[src/rtl/lc4_seq_divider_pkg.sv]
// Shared definitions for the LC4 sequential divider: control states and
// word/iteration sizing used by the top level and the adder.
package lc4_seq_divider_pkg;

  localparam int LC4_WORD   = 16;
  localparam int ITER_COUNT = 16;
  // Wide enough to hold ITER_COUNT itself; the counter parks at 16.
  localparam int CNT_W      = 5;

  typedef enum logic [1:0] {
    IDLE = 2'd0,
    BUSY = 2'd1,
    DONE = 2'd2
  } state_t;

endpackage

[src/rtl/lc4_seq_divider_cla16.sv]
// 16-bit two-level carry-lookahead adder (four 4-bit groups).
// The divider uses it for the trial subtraction a + ~b + 1.
module lc4_seq_divider_cla16
  import lc4_seq_divider_pkg::*;
(
  input  logic [LC4_WORD-1:0] a,
  input  logic [LC4_WORD-1:0] b,
  input  logic                cin,
  output logic [LC4_WORD-1:0] sum
);

  // Bit 15 generate is only needed for a carry-out, which nobody uses.
  logic [LC4_WORD-2:0] g;
  logic [LC4_WORD-1:0] p;
  logic [LC4_WORD-1:0] c;
  logic [2:0]          gg;
  logic [2:0]          gp;
  logic [3:0]          cg;

  assign g = a[LC4_WORD-2:0] & b[LC4_WORD-2:0];
  assign p = a ^ b;

  // Group generate/propagate for the three lower groups (group 3 feeds no carry).
  genvar gi;
  generate
    for (gi = 0; gi < 3; gi++) begin : g_grp_gp
      localparam int B = 4 * gi;
      assign gg[gi] = g[B+3]
                    | (p[B+3] & g[B+2])
                    | (p[B+3] & p[B+2] & g[B+1])
                    | (p[B+3] & p[B+2] & p[B+1] & g[B]);
      assign gp[gi] = &p[B+3:B];
    end
  endgenerate

  // Second-level lookahead: carry into each group straight from cin.
  assign cg[0] = cin;
  assign cg[1] = gg[0] | (gp[0] & cin);
  assign cg[2] = gg[1] | (gp[1] & gg[0]) | (gp[1] & gp[0] & cin);
  assign cg[3] = gg[2] | (gp[2] & gg[1]) | (gp[2] & gp[1] & gg[0])
               | (gp[2] & gp[1] & gp[0] & cin);

  // First-level lookahead: bit carries inside each group from its group carry-in.
  generate
    for (gi = 0; gi < 4; gi++) begin : g_grp_bits
      localparam int B = 4 * gi;
      assign c[B]   = cg[gi];
      assign c[B+1] = g[B] | (p[B] & cg[gi]);
      assign c[B+2] = g[B+1] | (p[B+1] & g[B]) | (p[B+1] & p[B] & cg[gi]);
      assign c[B+3] = g[B+2] | (p[B+2] & g[B+1]) | (p[B+2] & p[B+1] & g[B])
                    | (p[B+2] & p[B+1] & p[B] & cg[gi]);
    end
  endgenerate

  assign sum = p ^ c;

endmodule

[src/rtl/lc4_seq_divider.sv]
// LC4 DIV/MOD unit: unsigned 16-bit restoring radix-2 divider, one quotient
// bit per cycle, with valid/ready handshakes on operands and result.
module lc4_seq_divider
  import lc4_seq_divider_pkg::*;
#(
  parameter int WIDTH     = 16,
  parameter bit DIV0_FAST = 1'b1
) (
  input  logic             clk,
  input  logic             rst_n,
  input  logic             in_valid,
  output logic             in_ready,
  input  logic [WIDTH-1:0] dividend_i,
  input  logic [WIDTH-1:0] divisor_i,
  output logic             out_valid,
  input  logic             out_ready,
  output logic [WIDTH-1:0] quotient_o,
  output logic [WIDTH-1:0] remainder_o
);

  // The datapath is tied to the 16-bit adder; refuse to build any other width.
  generate
    if (WIDTH != LC4_WORD) begin : g_width_check
      $error("lc4_seq_divider: WIDTH must be 16");
    end
  endgenerate

  state_t           state_reg;
  logic [WIDTH-1:0] q_reg;          // dividend shifting out, quotient shifting in
  logic [WIDTH-1:0] d_reg;          // divisor
  logic [WIDTH-1:0] r_reg;          // partial remainder
  logic [CNT_W-1:0] cnt_reg;
  logic             out_valid_reg;
  logic [WIDTH-1:0] quotient_reg;
  logic [WIDTH-1:0] remainder_reg;

  logic [WIDTH-1:0] s;
  logic [WIDTH-1:0] d_inv;
  logic [WIDTH-1:0] diff;
  logic [WIDTH-1:0] r_next;
  logic [WIDTH-1:0] q_next;
  logic             t;
  logic             ge;
  logic             last_iter;

  assign d_inv     = ~d_reg;
  assign last_iter = (cnt_reg == CNT_W'(ITER_COUNT - 1));

  // Trial subtraction S - D as S + ~D + 1.
  lc4_seq_divider_cla16 u_cla (
    .a   (s),
    .b   (d_inv),
    .cin (1'b1),
    .sum (diff)
  );

  // One restoring step: shift in the next dividend bit, keep the difference
  // when it fits. T (the bit shifted out of R) means S+2^16 >= D for sure.
  always_comb begin
    s      = {r_reg[WIDTH-2:0], q_reg[WIDTH-1]};
    t      = r_reg[WIDTH-1];
    ge     = t | (s >= d_reg);
    r_next = ge ? diff : s;
    q_next = {q_reg[WIDTH-2:0], ge};
  end

  // Control FSM plus all datapath and result registers.
  always_ff @(posedge clk or negedge rst_n) begin
    if (!rst_n) begin
      state_reg     <= IDLE;
      q_reg         <= '0;
      d_reg         <= '0;
      r_reg         <= '0;
      cnt_reg       <= '0;
      out_valid_reg <= 1'b0;
      quotient_reg  <= '0;
      remainder_reg <= '0;
    end else begin
      case (state_reg)
        IDLE: begin
          if (in_valid && in_ready) begin
            q_reg   <= dividend_i;
            d_reg   <= divisor_i;
            r_reg   <= '0;
            cnt_reg <= '0;
            if (DIV0_FAST && (divisor_i == '0)) begin
              // Zero divisor short-circuits straight to a 0/0 result.
              state_reg     <= DONE;
              out_valid_reg <= 1'b1;
              quotient_reg  <= '0;
              remainder_reg <= '0;
            end else begin
              state_reg <= BUSY;
            end
          end
        end
        BUSY: begin
          r_reg   <= r_next;
          q_reg   <= q_next;
          cnt_reg <= cnt_reg + CNT_W'(1);
          if (last_iter) begin
            state_reg     <= DONE;
            out_valid_reg <= 1'b1;
            // LC4 defines x/0 and x%0 as 0; the iterations ran only for timing.
            if (d_reg == '0) begin
              quotient_reg  <= '0;
              remainder_reg <= '0;
            end else begin
              quotient_reg  <= q_next;
              remainder_reg <= r_next;
            end
          end
        end
        DONE: begin
          if (out_ready) begin
            state_reg     <= IDLE;
            out_valid_reg <= 1'b0;
          end
        end
        default: state_reg <= IDLE;
      endcase
    end
  end

  assign in_ready    = (state_reg == IDLE);
  assign out_valid   = out_valid_reg;
  assign quotient_o  = quotient_reg;
  assign remainder_o = remainder_reg;

endmodule

[config.mk]
export PLATFORM = sky130hd
export DESIGN_NAME = lc4_seq_divider
export DESIGN_NICKNAME = d
export VERILOG_FILES = /design/src/rtl/lc4_seq_divider_pkg.sv /design/src/rtl/lc4_seq_divider_cla16.sv /design/src/rtl/lc4_seq_divider.sv
export SDC_FILE = /design/constraint.sdc
export NUM_CORES = 1
export LEC_CHECK = 0
export BUFFER_PORTS_ARGS = -buffer_cell sky130_fd_sc_hd__buf_4
export CELL_PAD_IN_SITES_DETAIL_PLACEMENT = 0
export CELL_PAD_IN_SITES_GLOBAL_PLACEMENT = 1
export CORE_UTILIZATION = 30
export DETAILED_ROUTE_END_ITERATION = 16
export PLACE_DENSITY = 0.69
export SLEW_MARGIN = 25
export SYNTH_ARGS = -nofsm -noshare
export SYNTH_HDL_FRONTEND = slang
export SYNTH_SLANG_ARGS = --single-unit
[constraint.sdc]
create_clock -name clk -period 2.4 [get_ports clk]
set_input_delay 0.12 -clock clk [delete_from_list [all_inputs] [get_ports clk]]
set_output_delay 0.12 -clock clk [all_outputs]
set_load 0.05 [all_outputs]
==> metrics.cfg <==
[place]
dpl_cell_area_um2=5456
hpwl_um=8904
io_buffers=69
place_congestion=0.8522

[setup_path]
cp.arrival_ns=2.54
rrSetupSlack_ns=0.07
r2r_start=r_reg[1]$_DFFE_PN0P_
worstPathRequired_ns=2.61
critPathLaunch=r_reg[1]$_DFFE_PN0P_
crit_path_max_fanout=3
crit_path_start_kind=register
worst_setup_path_end_kind=register
critical_path_class=register to register

[floorplan]
die_x_um=123.8
core_um2=14480
io_pins=70
start_util=0.3074
die_h_um=123.8
rows=44
fp.dieArea_um2=15330

[cells_and_area]
diodes=0
drive_gt1_frac=0.3328
nNetsFinal=643
area_growth_pct=38.97
final_area_um2=6185

[sta]
min_period_ns=2.335
rsz0062_at_grt=true
slew_headroom=0.4464
skew_ns=0.009040
hold_violations=0
worst_slew_pin_slew_ns=0.8273
report.final.setup_viol=0
period_share=0.9729
clock.fmax_ghz=0.4283
final_max_slew_viol_count=0

[detailed_routing]
route.detailed.drc=0
routed.top_layer=met4
ant_nets=0
drt-vias-per-instance=5.025
met1Wirelength_um=6030
first_iter_violations=207
vias=3884
drt-pass1-iter-count=5
wl_met3_um=392
wirelength_um=12830
routed-wl-met2_um=6223
routedWlPerCell_um=16.60

[logic_synthesis]
synth_top_flop_cell=dfrtp_1
synthArstFlopShare=1.000
synth_cells=461
synth-edff-count=0
ys_seq_area_frac=0.4948
ys_warn_count=0
ys_seq_elements=88
netlist_area_um2=4451
synthTopCellsByArea=dfrtp_1, nand2_1, ha_1
synth_nets=520
avgSynthCellArea_um2=9.654
yosysUniqueCellTypes=45
yosysMostFrequentCell=dfrtp_1
synth_top_area_cell=dfrtp_1
yosysTopAreaCellShare=0.4948
synth_top_cells_by_count=dfrtp_1, nand2_1, o21ai_0

[clock_tree]
cts_tree=built
numCtsBuffers=9
root_buffer=clkbuf_16
clk_latency_ns=0.35
h-tree-depth=3
path_clk_slew_ns=0.07
cts_buffer_depth=2
cts.sinks=88

[global_route]
gr-usage-all-layers=0.1749
grt_remaining_overflow=0
grt_pass1_vias=3796
grt_max_degree=51
antenna_found_initial=0
grt_pass1_wl_um=20260

[min_path]
hold_path.class=primary input to register
hp-start=divisor_i[7]

[status]
status=complete, no violations

[run]
cap_violations=0

[kinds of logic (layout without fill, tap and decap cells)]
logic type | Yosys count | after routing | share of synthesized area
AOI/OAI and AO/OA | 127 | 127 | 0.1870
muxes | 13 | 13 | 0.03121
xor gates and xnor gates | 11 | 11 | 0.02165
DFF | 88 | 88 | 0.4948
and+or+nand+nor | 149 | 149 | 0.1493
adders and majority gates | 23 | 23 | 0.07141
buffers and inverters | 50 | 178 | 0.04470
[layout make-up]
cell class	count	area [um^2]
Clock buffer	10	239.0
Tap cell	184	230.2
Multi-Input combinational cell	323	2282
Fill cell	1396	8294
Sequential cell	88	2202
Timing Repair Buffer	137	1064
Clock inverter	6	73.82
Inverter	25	93.84
[through the flow]
stage               setup TNS (ns)  std cells  hold WS [ns]    util  setup slack (ns)
finish                           0        773      0.003760  0.4272           0.06512
global route               -0.1304        773      0.002053  0.4272          -0.07102
CTS                       -0.01577        761      0.001142  0.4121          -0.01577
detailed placement         -0.3917        733        0.2010  0.3769           -0.1089
global placement          -0.06287        733        0.1870  0.3769          -0.03638
floorplan                        0        461       -0.1756       -           0.01304
[placed cells by master, fill, tap and decap left out, types with 5 or more instances in the layout]
| cell | count |
|---|---|
| nor4_1 | 8 |
| dfrtp_1 | 88 |
| inv_1 | 18 |
| nand2_1 | 77 |
| o211ai_1 | 5 |
| buf_4 | 131 |
| xor2_1 | 5 |
| a31oi_1 | 9 |
| inv_2 | 7 |
| nor2_1 | 18 |
| clkbuf_16 | 9 |
| a22o_1 | 15 |
| xnor2_1 | 6 |
| a22oi_1 | 10 |
| nand4_1 | 5 |
| a32oi_1 | 5 |
| a21oi_1 | 8 |
| ha_4 | 10 |
| nand3_1 | 21 |
| o21ai_0 | 39 |
| o21ai_1 | 15 |
| ha_1 | 8 |
| mux2i_1 | 8 |
[path summary, 6_finish.rpt]
check / cells after the start / to
hold / removal: 3 / d_reg[7]$_DFFE_PN0P_
hold reg to reg: 2 / remainder_o[2]$_DFFE_PN0P_
min in group asynchronous: 2 / remainder_o[8]$_DFFE_PN0P_
setup reg to reg: 9 / remainder_o[12]$_DFFE_PN0P_
setup / recovery: 9 / remainder_o[12]$_DFFE_PN0P_
max in group asynchronous: 3 / cnt_reg[3]$_DFFE_PN0P_
[metal layers]
layer | vias up | global-route usage
met3 | 13 | 0.02839
li1 | 1878 | -
met4 | 0 | 0.05798
met5 | - | 0
met2 | 75 | 0.2788
met1 | 1918 | 0.2409
[worst max-delay path: stages (launching register included)]
cell      delay [ns]
dfrtp_1         0.43
ha_4            0.29
buf_4           0.10
o211ai_1        0.12
o21a_2          0.25
nand2b_4        0.15
nand2_1         0.08
fa_2            0.44
mux2i_2         0.23
o21ai_1         0.11
[what timing repair did]
item,4_1_cts,5_1_grt
buffers inserted,8,13
setup endpoints to repair,15,25
pin swaps,6,11
hold buffers,4,0
endpoints found under the hold margin,52,0
resized for setup,17,28
Power is left out: the tool's default activity adds up to more than one toggle a clock period on the data nets, which glitch-free logic cannot reach.
